[src/rtl/pipe_stage_reg.sv]
// ---------------------------------------------------------------------------
// pipe_stage_reg
//
// Pipeline-boundary register between two processor stages. It carries an
// opaque payload with a valid/ready handshake, supports a synchronous flush
// that inserts a bubble, and can optionally use a 2-entry skid buffer so that
// o_ready comes straight from a flop. A saturating counter records the cycles
// the stage held valid data that downstream refused.
//
// Parameters:
//   DATA_W     payload width in bits
//   BUBBLE_VAL payload driven when the stage is empty, flushed or in reset
//   SKID       1 = main + skid entry, registered o_ready
//              0 = single entry, combinational o_ready
//   CNT_W      stall counter width
//
// Ports:
//   i_clk        clock, all state on the rising edge
//   i_reset      asynchronous active-low reset
//   i_flush      synchronous flush, drops held entries and the current input
//   i_valid      upstream payload valid
//   o_ready      stage can accept a payload this cycle
//   i_data       upstream payload
//   o_valid      payload on o_data is valid
//   i_ready      downstream accepts o_data this cycle
//   o_data       registered payload to the next stage
//   o_stall_cnt  saturating count of cycles with o_valid=1 and i_ready=0
// ---------------------------------------------------------------------------
module pipe_stage_reg #(
   parameter int                DATA_W     = 128,
   parameter logic [DATA_W-1:0] BUBBLE_VAL = {DATA_W{1'b0}},
   parameter bit                SKID       = 1'b1,
   parameter int                CNT_W      = 16
) (
   input  logic              i_clk,
   input  logic              i_reset,
   input  logic              i_flush,
   input  logic              i_valid,
   output logic              o_ready,
   input  logic [DATA_W-1:0] i_data,
   output logic              o_valid,
   input  logic              i_ready,
   output logic [DATA_W-1:0] o_data,
   output logic [CNT_W-1:0]  o_stall_cnt
);

   typedef enum logic [1:0] {
      EMPTY = 2'd0,
      ONE   = 2'd1,
      TWO   = 2'd2
   } state_t;

   localparam logic [CNT_W-1:0] CNT_MAX = {CNT_W{1'b1}};

   state_t              state_q, state_d;
   logic [DATA_W-1:0]   main_q, main_d;
   logic [DATA_W-1:0]   skid_q, skid_d;
   logic                ready_q;
   logic                ready_d;
   logic [CNT_W-1:0]    cnt_q;
   logic                in_fire;
   logic                out_fire;

   // The main entry is always the one presented downstream; skid only ever
   // holds the younger of two entries, which keeps the ordering FIFO.
   assign o_valid     = (state_q != EMPTY);
   assign o_data      = main_q;
   assign o_stall_cnt = cnt_q;

   // With the skid buffer, ready is a flop so no combinational path runs
   // back from downstream ready to upstream. Without it, the single entry
   // can accept whenever it is empty or draining this cycle.
   assign o_ready  = SKID ? ready_q : (!o_valid | i_ready);
   assign in_fire  = i_valid & o_ready;
   assign out_fire = o_valid & i_ready;

   // Next-state and datapath selection. Flush wins over every handshake; an
   // out_fire in the flush cycle is still delivered because downstream has
   // already taken it, while the in_fire payload is simply never stored.
   always_comb begin
      state_d = state_q;
      main_d  = main_q;
      skid_d  = skid_q;

      if (i_flush) begin
         state_d = EMPTY;
         main_d  = BUBBLE_VAL;
         skid_d  = BUBBLE_VAL;
      end else begin
         case (state_q)
            EMPTY: begin
               if (in_fire) begin
                  main_d  = i_data;
                  state_d = ONE;
               end
            end
            ONE: begin
               if (in_fire && out_fire) begin
                  main_d = i_data;
               end else if (in_fire) begin
                  // Only reachable with the skid buffer: without it, ready in
                  // ONE equals i_ready, so in_fire implies out_fire.
                  if (SKID) begin
                     skid_d  = i_data;
                     state_d = TWO;
                  end else begin
                     main_d = i_data;
                  end
               end else if (out_fire) begin
                  main_d  = BUBBLE_VAL;
                  state_d = EMPTY;
               end
            end
            TWO: begin
               if (out_fire) begin
                  main_d  = skid_q;
                  skid_d  = BUBBLE_VAL;
                  state_d = ONE;
               end
            end
            default: begin
               state_d = EMPTY;
               main_d  = BUBBLE_VAL;
               skid_d  = BUBBLE_VAL;
            end
         endcase
      end

      ready_d = (state_d != TWO);
   end

   // Stage state registers; every flop has a defined reset value so nothing
   // undefined ever reaches the next stage.
   always_ff @(posedge i_clk or negedge i_reset) begin
      if (!i_reset) begin
         state_q <= EMPTY;
         main_q  <= BUBBLE_VAL;
         skid_q  <= BUBBLE_VAL;
         ready_q <= 1'b1;
      end else begin
         state_q <= state_d;
         main_q  <= main_d;
         skid_q  <= skid_d;
         ready_q <= ready_d;
      end
   end

   // Stall counter for performance debug. It saturates instead of wrapping
   // and is deliberately left untouched by flush.
   always_ff @(posedge i_clk or negedge i_reset) begin
      if (!i_reset) begin
         cnt_q <= '0;
      end else if (o_valid && !i_ready && (cnt_q != CNT_MAX)) begin
         cnt_q <= cnt_q + CNT_W'(1);
      end
   end

endmodule

[config.mk]
export PLATFORM = sky130hd
export DESIGN_NAME = pipe_stage_reg
export DESIGN_NICKNAME = d
export VERILOG_FILES = /design/src/rtl/pipe_stage_reg.sv
export SDC_FILE = /design/constraint.sdc
export NUM_CORES = 1
export LEC_CHECK = 0
export BUFFER_PORTS_ARGS = -buffer_cell sky130_fd_sc_hd__buf_4
export CAP_MARGIN = 25
export CORE_MARGIN = 2
export CORE_UTILIZATION = 45
export DETAILED_ROUTE_END_ITERATION = 7
export PLACE_DENSITY_LB_ADDON = 0.1
export REMOVE_ABC_BUFFERS = 1
export SYNTH_ARGS = -nofsm -noshare
export SYNTH_HDL_FRONTEND = slang
export SYNTH_SLANG_ARGS = --single-unit
[constraint.sdc]
create_clock -name i_clk -period 2.1 [get_ports i_clk]
set_input_delay 0.63 -clock i_clk [delete_from_list [all_inputs] [get_ports i_clk]]
set_output_delay 0.63 -clock i_clk [all_outputs]
set_load 0.03 [all_outputs]
==> results_dict.tcl, run 1 <==
set metrics [dict create \
    avgSynthCellArea_sq_um 11.3 \
    multiInputGateArea_sq_um 4480 \
    cpMaxStageDelayCell "dfrtp_2" \
    ys_top_cells_by_area "dfrtp_1 (56%), mux2i_1 (10%), o2bb2ai_1 (9.1%)" \
    relSlewSlack_pct 72.8 \
    netlist-cell-type-count 45 \
    yosys_warnings 0 \
    n_fill_cell 2248 \
    register_area_sq_um 6890 \
    intPower_w 0.0103 \
    fp.dieH_um 169 \
    yosysMostFrequentCell "dfrtp_1" \
    clk_pin_slew_ns 0.06 \
    p_leak_nw 7.73 \
    grt_max_degree 75 \
    numCtsBuffers 30 \
    synth_largest_area_cell "dfrtp_1" \
    clock-sinks 275 \
    path_cells "or2_2 > buf_4" \
    cp.required_ns 1.47 \
    crit_fanout 2 \
    grtUsageTotal_pct 22.5 \
    place_congestion 0.827 \
    wirelength_um 32500 \
    rsz0062_at_grt "false" \
    hold_violations 0 \
    synthCells 1087 \
    worst-path-buf-inv 1 \
    overflow 0 \
    core-area_sq_um 26900 \
    clockRootBuffer "clkbuf_16" \
    grt_pass1_vias 9659 \
    clock_skew_ns 0.0126 \
    seqPwrFrac_pct 42.1 \
    cap_violations 0 \
    synthFlopType "dfrtp_1" \
    cts-htree-levels 1 \
    synth_edf_count 0 \
    routed_via_density 5.49 \
    combPwrFrac_pct 18.5 \
    clk_latency_ns 0.54 \
    drt-initial-drc-count 716 \
    nNetsFinal 1487 \
    start_util_pct 45.7 \
    critical_path_class "flop to output pin" \
    p_clk_share_pct 39.4 \
    startpoint_type "flop" \
    post-route-drc-count 0 \
    synth_top_cell_area_share_pct 55.8 \
    ys_seq_area_share_pct 56.0 \
    fin_area_sq_um 16200 \
    arrival_ns 1.41 \
    finalMaxSlewViolations 0 \
    finalSetupViolations 0 \
    p_sw_share_pct 28.1 \
    grt_pass1_wl_um 52200 \
    die_w_um 169 \
    io_pins 279 \
    synthToLayoutAreaGrowth_pct 31.5 \
    avgRoutedWirePerCell_um 18.9 \
    max_freq_mhz 490 \
    p_total_w 0.0143 \
    antenna_found_initial 1 \
    io_buffers 278 \
    cts_tree "done" \
    first_pass_iters 5 \
    ys_ff_latch 275 \
    clock_path_buffers 3 \
    hold_class "input pin to flop" \
    ant_nets 0 \
    dp_hpwl_um 20500 \
    path_delay_family "flip-flops" \
    fin_crit_sh_pct 97.2 \
    rows 60 \
    drive_gt1_share_pct 28.2 \
    num_vias 9442 \
    dpl-instance-area_sq_um 15100 \
    p_per_area_nw_per_um2 882 \
    die-area_sq_um 28600 \
    synth_commonest_cells "dfrtp_1 (274), nand2_1 (132), inv_1 (130)" \
    async_flop_share_pct 100 \
    tightest_slew_ns 0.407 \
    synth_area_sq_um 12300 \
    status "finished clean" \
    ir_worst_vdd_mv 0.489 \
    max_stage_delay_ns 0.40 \
    cp-end-kind "output pin" \
    power.switching_w 0.00400 \
    finalCriticalPeriod_ns 2.04 \
]
## stage by stage
stage                     setup slack (ns)  TNS (ns)  instances  utilization [%]  hold WS (ns)
after global routing                0.0103         0       1719             60.1         0.323
final                               0.0586         0       1719             60.1         0.346
after detailed placement            0.0857         0       1659             56.0         0.475
after global placement              0.0921         0       1659             56.0         0.472
after floorplan                      -8.46  -1570.90        999                -         0.334
after CTS                           0.0334         0       1718             60.1         0.319
## worst paths after layout
kind / start / cells after the start / to / slack [ns]
setup / recovery: state_q[1]$_DFF_PN0_ / 2 / o_valid / 0.06
hold / removal: i_data[103] / 3 / skid_q[103]$_DFFE_PN0P_ / 0.35
setup reg to reg: state_q[0]$_DFF_PN0_ / 6 / o_data[87]$_DFFE_PN0P_ / 0.25
hold reg to reg: o_data[69]$_DFFE_PN0P_ / 1 / o_data[69]$_DFFE_PN0P_ / 0.49
max in group asynchronous: i_reset / 4 / o_data[5]$_DFFE_PN0P_ / 0.88
min in group asynchronous: i_reset / 2 / o_data[23]$_DFFE_PN0P_ / 0.54
## state kept, by name, indices dropped and copies added, names as in the netlist
signal and count:
o_stall_cnt 16, o_data 128, o_ready 1, state_q 2
skid_q 128
## layout make-up
| class | instances | share of cell area [%] |
|---|---|---|
| diodes | 1 | 0.0155 |
| clock buffers | 46 | 5.71 |
| clock inverters | 10 | 0.960 |
| inverters | 130 | 3.02 |
| multi-input cells | 594 | 27.7 |
| flip-flops and latches | 275 | 42.6 |
| well taps | 341 | 2.64 |
| repair buffers | 322 | 17.3 |
## routing by layer
| metal | track usage [%] | share of wire [%] | wire [um] | vias up |
|---|---|---|---|---|
| met3 | 3.33 | 5.9 | 1930 | 42 |
| met2 | 36.3 | 46 | 15100 | 289 |
| met5 | 0 | 0 | 0 | - |
| li1 | - | - | - | 4366 |
| met1 | 32.1 | 46 | 14900 | 4745 |
| met4 | 5.91 | 2.0 | 635 | 0 |
## repair_timing
item / CTS / global route
resized for setup: 2 / 0
setup endpoints to repair: 1 / 0
endpoints found under the hold margin: 21 / 0
buffers inserted: 2 / 0
hold buffers: 1 / 0
## power groups by stage
stage / registers, W / logic (W) / clock network, W
floorplan: 0.00654 / 0.00108 / 0
global placement: 0.00609 / 0.00262 / 0
detailed placement: 0.00608 / 0.00265 / 0
CTS: 0.00600 / 0.00267 / 0.00575
global route: 0.00605 / 0.00284 / 0.00598
finish: 0.00600 / 0.00263 / 0.00563
## worst min-delay path: cells and delay by family
family | cells | cell delay (ns)
buffers and inverters | 1 | 0.11
AND/OR/NAND/NOR | 1 | 0.05
multiplexers | 1 | 0.05
## kinds of logic (layout without fill, tap and decap cells)
| group | count (synthesis) | in the layout | synth area share [%] |
|---|---|---|---|
| and+or+nand+nor | 176 | 176 | 6.48 |
| DFF | 275 | 275 | 56.0 |
| AOI/OAI and AO/OA | 279 | 279 | 18.3 |
| other | 0 | 1 | 0 |
| xor gates and xnor gates | 8 | 8 | 0.570 |
| buffers and inverters | 218 | 508 | 7.91 |
| adders and majority gates | 1 | 1 | 0.102 |
| muxes | 130 | 130 | 10.6 |
## layout by cell type, fill, tap and decap left out, drive strengths merged, types with 2 or more instances in the layout
cell / instances
nand2: 132
clkbuf: 46
o21a: 4
nor2b: 2
a31oi: 2
nand4b: 2
a22oi: 129
mux2i: 128
o2bb2ai: 128
inv: 130
and3: 2
o21ai: 2
xor2: 2
dfrtp: 274
nand4: 7
nand2b: 3
o21bai: 2
nand3: 8
nand3b: 2
bufinv: 4
clkinv: 4
nor4: 3
nor3: 2
buf: 321
a21oi: 6
and4: 2
nor2: 7
or2: 2
mux2: 2
xnor2: 6
clkinvlp: 2
Power figures use the tool's default switching activity.
==> inputs of run 2 (changes only) <==
--- a/config.mk
+++ b/config.mk
@@ -8,8 +8,9 @@
 export BUFFER_PORTS_ARGS = -buffer_cell sky130_fd_sc_hd__buf_4
 export CAP_MARGIN = 25
 export CORE_MARGIN = 2
-export CORE_UTILIZATION = 45
+export CORE_UTILIZATION = 25
 export DETAILED_ROUTE_END_ITERATION = 7
+export HOLD_SLACK_MARGIN = 0.15
 export PLACE_DENSITY_LB_ADDON = 0.1
 export REMOVE_ABC_BUFFERS = 1
 export SYNTH_ARGS = -nofsm -noshare
==> run 2 against run 1 <==
Hold slack better by 0.0015 ns. Worst setup slack better by 0.012 ns. Sequential power hardly changed. Via count decreased by 0.64%. Die area rose by 78%.
==> results_dict.tcl, run 2 (same netlist as run 1, synthesis figures left out) <==
set metrics [dict create \
    crit_fanout 2 \
    clock_path_buffers 3 \
    dp_hpwl_um 25300 \
    clk_latency_ns 0.53 \
    ir_worst_vdd_mv 0.372 \
    ant_nets 0 \
    clock_skew_ns 0.0163 \
    hold_violations 0 \
    wirelength_um 38900 \
    relSlewSlack_pct 68.6 \
    drt-initial-drc-count 453 \
    clk_pin_slew_ns 0.06 \
    place_congestion 0.737 \
    worstReg2RegEnd "o_data[35]$_DFFE_PN0P_" \
    status "finished clean" \
    cp.required_ns 1.47 \
    r2r_start "state_q[0]$_DFF_PN0_" \
    num_vias 9382 \
    antenna_cells 0 \
    layout_common_cells "buf_4 (301), dfrtp_1 (272), nand2_1 (132)" \
    rrSetupSlack_ns 0.21 \
    startpoint_type "flop" \
    rsz0062_at_grt "false" \
    setup-tns-final_ns 0 \
    hold_class "input pin to flop" \
    core-area_sq_um 48700 \
    cts-htree-levels 2 \
    finalCriticalPeriod_ns 2.03 \
    fin_crit_sh_pct 96.6 \
    io_buffers 278 \
    grtUsageTotal_pct 15.5 \
    avgRoutedWirePerCell_um 18.8 \
    nNetsFinal 1512 \
    io_pins 279 \
    critical_path_class "flop to output pin" \
    cts_tree "done" \
    die_w_um 226 \
    cp-end-kind "output pin" \
    hold_end "skid_q[73]$_DFFE_PN0P_" \
    ff2ff_path_depth 7 \
    rows 81 \
    fp.dieH_um 226 \
    synthToLayoutAreaGrowth_pct 36.9 \
    grt_max_degree 69 \
    post-route-drc-count 0 \
    overflow 0 \
    hold_depth 3 \
    finalMaxSlewViolations 0 \
    p_per_area_nw_per_um2 865 \
    cap_violations 0 \
    worst_hold_slack_ns 0.348 \
    hp-start "i_data[73]" \
    grt_pass1_wl_um 61100 \
    max_freq_mhz 493 \
    numCtsBuffers 35 \
    first_pass_iters 4 \
    start_util_pct 25.2 \
    antenna_found_initial 0 \
    die-area_sq_um 50900 \
    grt_pass1_vias 10200 \
    routed_via_density 4.54 \
    tightest_slew_ns 0.471 \
    finalSetupViolations 0 \
    p_leak_nw 7.86 \
    clock-sinks 275 \
    clockRootBuffer "clkbuf_16" \
    drive_gt1_share_pct 28.9 \
    arrival_ns 1.40 \
    layout_commonest_cell "buf_4" \
]
-- run 2: changes by cell type in the layout (fill, tap and decap cells not counted), sizes merged --
cell	delta
clkinv	-1
clkinvlp	-2
bufinv	-3
buf	+20
diode	-1
clkbuf	+9
inv	+1
-- run 2: layout make-up --
class / instances / area (sq um)
multi-input cells: 594 / 4490
well taps: 664 / 831
fillers: 4925 / 31900
clock inverters: 5 / 53.8
repair buffers: 342 / 3070
flip-flops and latches: 275 / 6890
clock buffers: 55 / 1010
inverters: 130 / 488
-- run 2: through the flow --
stage	cell area [sq um]	power, W	utilization, %	std cells	setup WS (ns)
2_1_floorplan	11800	0.00762	-	999	-8.46
3_3_place_gp	15700	0.00893	32.3	2002	0.0644
3_5_place_dp	15700	0.00894	32.3	2002	0.0484
4_1_cts	16800	0.0148	34.5	2065	0.0191
5_1_grt	16800	0.0153	34.5	2065	0.0302
6_report	16800	0.0146	34.5	2065	0.0704
-- run 2: how the worst max path moves through the flow --
| stage | from | end | slack (ns) | cells after the start |
|---|---|---|---|---|
| floorplan | i_ready | skid_q[0]$_DFFE_PN0P_ | -8.46 | 3 |
| global placement | i_ready | o_stall_cnt[13]$_DFFE_PN0P_ | 0.06 | 5 |
| detailed placement | i_ready | skid_q[3]$_DFFE_PN0P_ | 0.05 | 6 |
| CTS | state_q[1]$_DFF_PN0_ | o_valid | 0.02 | 2 |
| global route | state_q[1]$_DFF_PN0_ | o_valid | 0.03 | 2 |
| finish | state_q[1]$_DFF_PN0_ | o_valid | 0.07 | 2 |
-- run 2: critical path, cell delays in order, from the launching register on --
cell and delay (ns):
dfrtp_2 0.40, or2_2 0.31, buf_4 0.17
-- run 2: report_power, final --
group | internal (W) | switching (W) | total (W)
clock | 0.00341 | 0.00234 | 0.00575
sequential | 0.00569 | 0.000318 | 0.00601
combinational | 0.00115 | 0.00164 | 0.00279
-- run 2: metal layers --
layer  vias up  part of all wire (%)  GRT usage, %
met5         -                     0             0
met4         0                   1.8          4.76
met3        40                   5.3          3.64
met2       202                    47          24.4
met1      4726                    46          20.9
li1       4414                     -             -
-- run 2: timing repair --
item / in CTS / in global routing
hold endpoints to repair: 32 / 0
resized for setup: 2 / 0
setup endpoints to repair: 1 / 0
hold buffers: 1 / 0
buffers inserted: 2 / 0
==> inputs of run 3 (changes only) <==
--- a/config.mk
+++ b/config.mk
@@ -5,6 +5,7 @@
 export SDC_FILE = /design/constraint.sdc
 export NUM_CORES = 1
 export LEC_CHECK = 0
+export ABC_AREA = 1
 export BUFFER_PORTS_ARGS = -buffer_cell sky130_fd_sc_hd__buf_4
 export CAP_MARGIN = 25
 export CORE_MARGIN = 2
==> run 3 against run 2 <==
Worst setup slack gained 0.031 ns. Global-route usage grew 2.2 points. Clock skew grew 0.012 ns. Design area grew 13%. Total power grew 6.6%. Clock power grew 7.3%. Critical path type unchanged. Critical endpoint unchanged.
==> results_dict.tcl, run 3 <==
set metrics [dict create \
    register_area_sq_um 6890 \
    worstReg2RegEnd "skid_q[100]$_DFFE_PN0P_" \
    ant_nets 0 \
    nNetsFinal 2527 \
    finalCriticalPeriod_ns 2.00 \
    ff2ff_path_depth 9 \
    async_flop_share_pct 100 \
    grt_max_degree 117 \
    yosysMostFrequentCell "nand2_1" \
    hp-start "i_data[87]" \
    clk_pin_slew_ns 0.06 \
    r2r_start "o_ready$_DFF_PN1_" \
    n_fill_cell 6195 \
    clock-sinks 275 \
    yosys_warnings 0 \
    synthCells 2157 \
    die-area_sq_um 59900 \
    clock_skew_ns 0.0286 \
    cts_tree "done" \
    cts-htree-levels 2 \
    synth_commonest_cells "nand2_1 (1111), dfrtp_1 (274), nor2_1 (248)" \
    core-area_sq_um 57500 \
    layout_commonest_cell "nand2_1" \
    relSlewSlack_pct 54.4 \
    cap_violations 0 \
    p_leak_nw 10.3 \
    first_pass_iters 5 \
    clockRootBuffer "clkbuf_16" \
    netlist-cell-type-count 22 \
    routed_via_density 4.54 \
    critical_path_class "flop to output pin" \
    startpoint_type "flop" \
    hold_end "o_data[87]$_DFFE_PN0P_" \
    io_pins 279 \
    grt_pass1_wl_um 82900 \
    ys_ff_latch 275 \
    synth_largest_area_cell "dfrtp_1" \
    ir_worst_vdd_mv 0.441 \
    numCtsBuffers 38 \
    cts_setup_buffers 0 \
    drive_gt1_share_pct 16.8 \
    grtUsageTotal_pct 17.7 \
    arrival_ns 1.37 \
    hold_violations 0 \
    status "finished clean" \
    grt_pass1_vias 14000 \
    setup-tns-final_ns 0 \
    tightest_slew_ns 0.684 \
    die_w_um 245 \
    rrSetupSlack_ns 0.24 \
    fin_crit_sh_pct 95.2 \
    dp_hpwl_um 33300 \
    drt-initial-drc-count 854 \
    wirelength_um 53300 \
    clk_latency_ns 0.55 \
    ys_top_cells_by_area "dfrtp_1 (47%), nand2_1 (29%), nor2_1 (6.4%)" \
    post-route-util_pct 33.0 \
    cp-end-kind "output pin" \
    avgSynthCellArea_sq_um 6.72 \
    finalMaxSlewViolations 0 \
    overflow 0 \
    hold_depth 5 \
    start_util_pct 25.2 \
    num_vias 14400 \
    synth_area_sq_um 14500 \
    antenna_cells 0 \
    fp.dieH_um 245 \
    synthToLayoutAreaGrowth_pct 30.9 \
    multiInputGateArea_sq_um 6810 \
    synth_edf_count 0 \
    layout_common_cells "nand2_1 (1108), buf_4 (306), dfrtp_1 (272)" \
    io_buffers 278 \
    antenna_found_initial 0 \
    p_per_area_nw_per_um2 818 \
    max_freq_mhz 500 \
    ys_seq_area_share_pct 47.5 \
    synthFlopType "dfrtp_1" \
    cp.required_ns 1.47 \
    rows 88 \
    rsz0062_at_grt "false" \
    post-route-drc-count 0 \
    finalSetupViolations 0 \
    place_congestion 0.762 \
    synth_top_cell_area_share_pct 47.3 \
    avgRoutedWirePerCell_um 16.8 \
    clock_path_buffers 3 \
    crit_fanout 5 \
    hold_class "input pin to flop" \
]
## run 3: changes by cell type after synthesis, moves of 78 or more
cell,delta
a22oi_1,-129
inv_1,-78
mux2i_1,-128
nand2_1,+979
nand3_1,+163
nor2_1,+241
o21ai_0,+85
o2bb2ai_1,-128
## run 3: layer usage
layer	vias up	GRT usage (%)	wire, um
met2	314	28.6	24600
met5	-	0	0
li1	7144	-	-
met4	0	4.63	1110
met3	63	3.13	2540
met1	6906	24.2	25100
## run 3: worst max-delay path, cell delays in order, from the launching register on
cell and delay, ns:
dfrtp_2 0.46, inv_2 0.12, nand2_4 0.09, buf_6 0.16
## run 3: where the power goes
group          switching (W)  total [W]  internal (W)
Sequential          0.000323    0.00605       0.00573
Clock                0.00250    0.00617       0.00367
Combinational        0.00218    0.00330       0.00112
## run 3: layout make-up
| type | instances | share of cell area (%) |
|---|---|---|
| sequential | 275 | 36.3 |
| multi-input combinational | 1681 | 35.9 |
| timing repair buffer | 339 | 15.5 |
| clock buffer | 58 | 5.94 |
| tap | 765 | 5.05 |
| inverter | 58 | 1.19 |
| clock inverter | 4 | 0.139 |
## run 3: worst max-delay path by stage
stage,from,to
final,state_q[1]$_DFF_PN0_,o_valid
after global routing,state_q[1]$_DFF_PN0_,o_valid
after CTS,state_q[1]$_DFF_PN0_,o_valid
after detailed placement,i_valid,o_data[56]$_DFFE_PN0P_
after global placement,i_valid,o_data[56]$_DFFE_PN0P_
after floorplan,state_q[1]$_DFF_PN0_,skid_q[0]$_DFFE_PN0P_
## run 3: cells by family (layout without fill, tap and decap cells)
family / count (synthesis) / in the layout / synth area share (%)
adder cells (fa/ha/maj): 1 / 1 / 0.0863
buffers and inverters: 201 / 459 / 5.80
XOR/XNOR: 7 / 7 / 0.423
AO/OA/AOI/OAI: 102 / 102 / 3.52
flip-flops: 275 / 275 / 47.5
AND/OR/NAND/NOR: 1571 / 1571 / 42.7
## run 3: repair_timing
item / 4_1_cts / 5_1_grt
gates resized for setup: 4 / 0
endpoints found under the setup margin: 1 / 0
hold buffers: 1 / 0
endpoints found under the hold margin: 23 / 0
## run 3: metrics by stage
stage                     total power [W]  cells  cell area, sq um  hold WS [ns]  setup slack (ns)
after detailed placement          0.00950   3117             17800         0.458           0.00770
final                              0.0155   3180             19000         0.393             0.101
after global routing               0.0163   3180             19000         0.391            0.0200
after CTS                          0.0158   3180             19000         0.357            0.0486
after global placement            0.00950   3117             17800         0.454            0.0480
after floorplan                   0.00775   2014             13900         0.334             -5.51
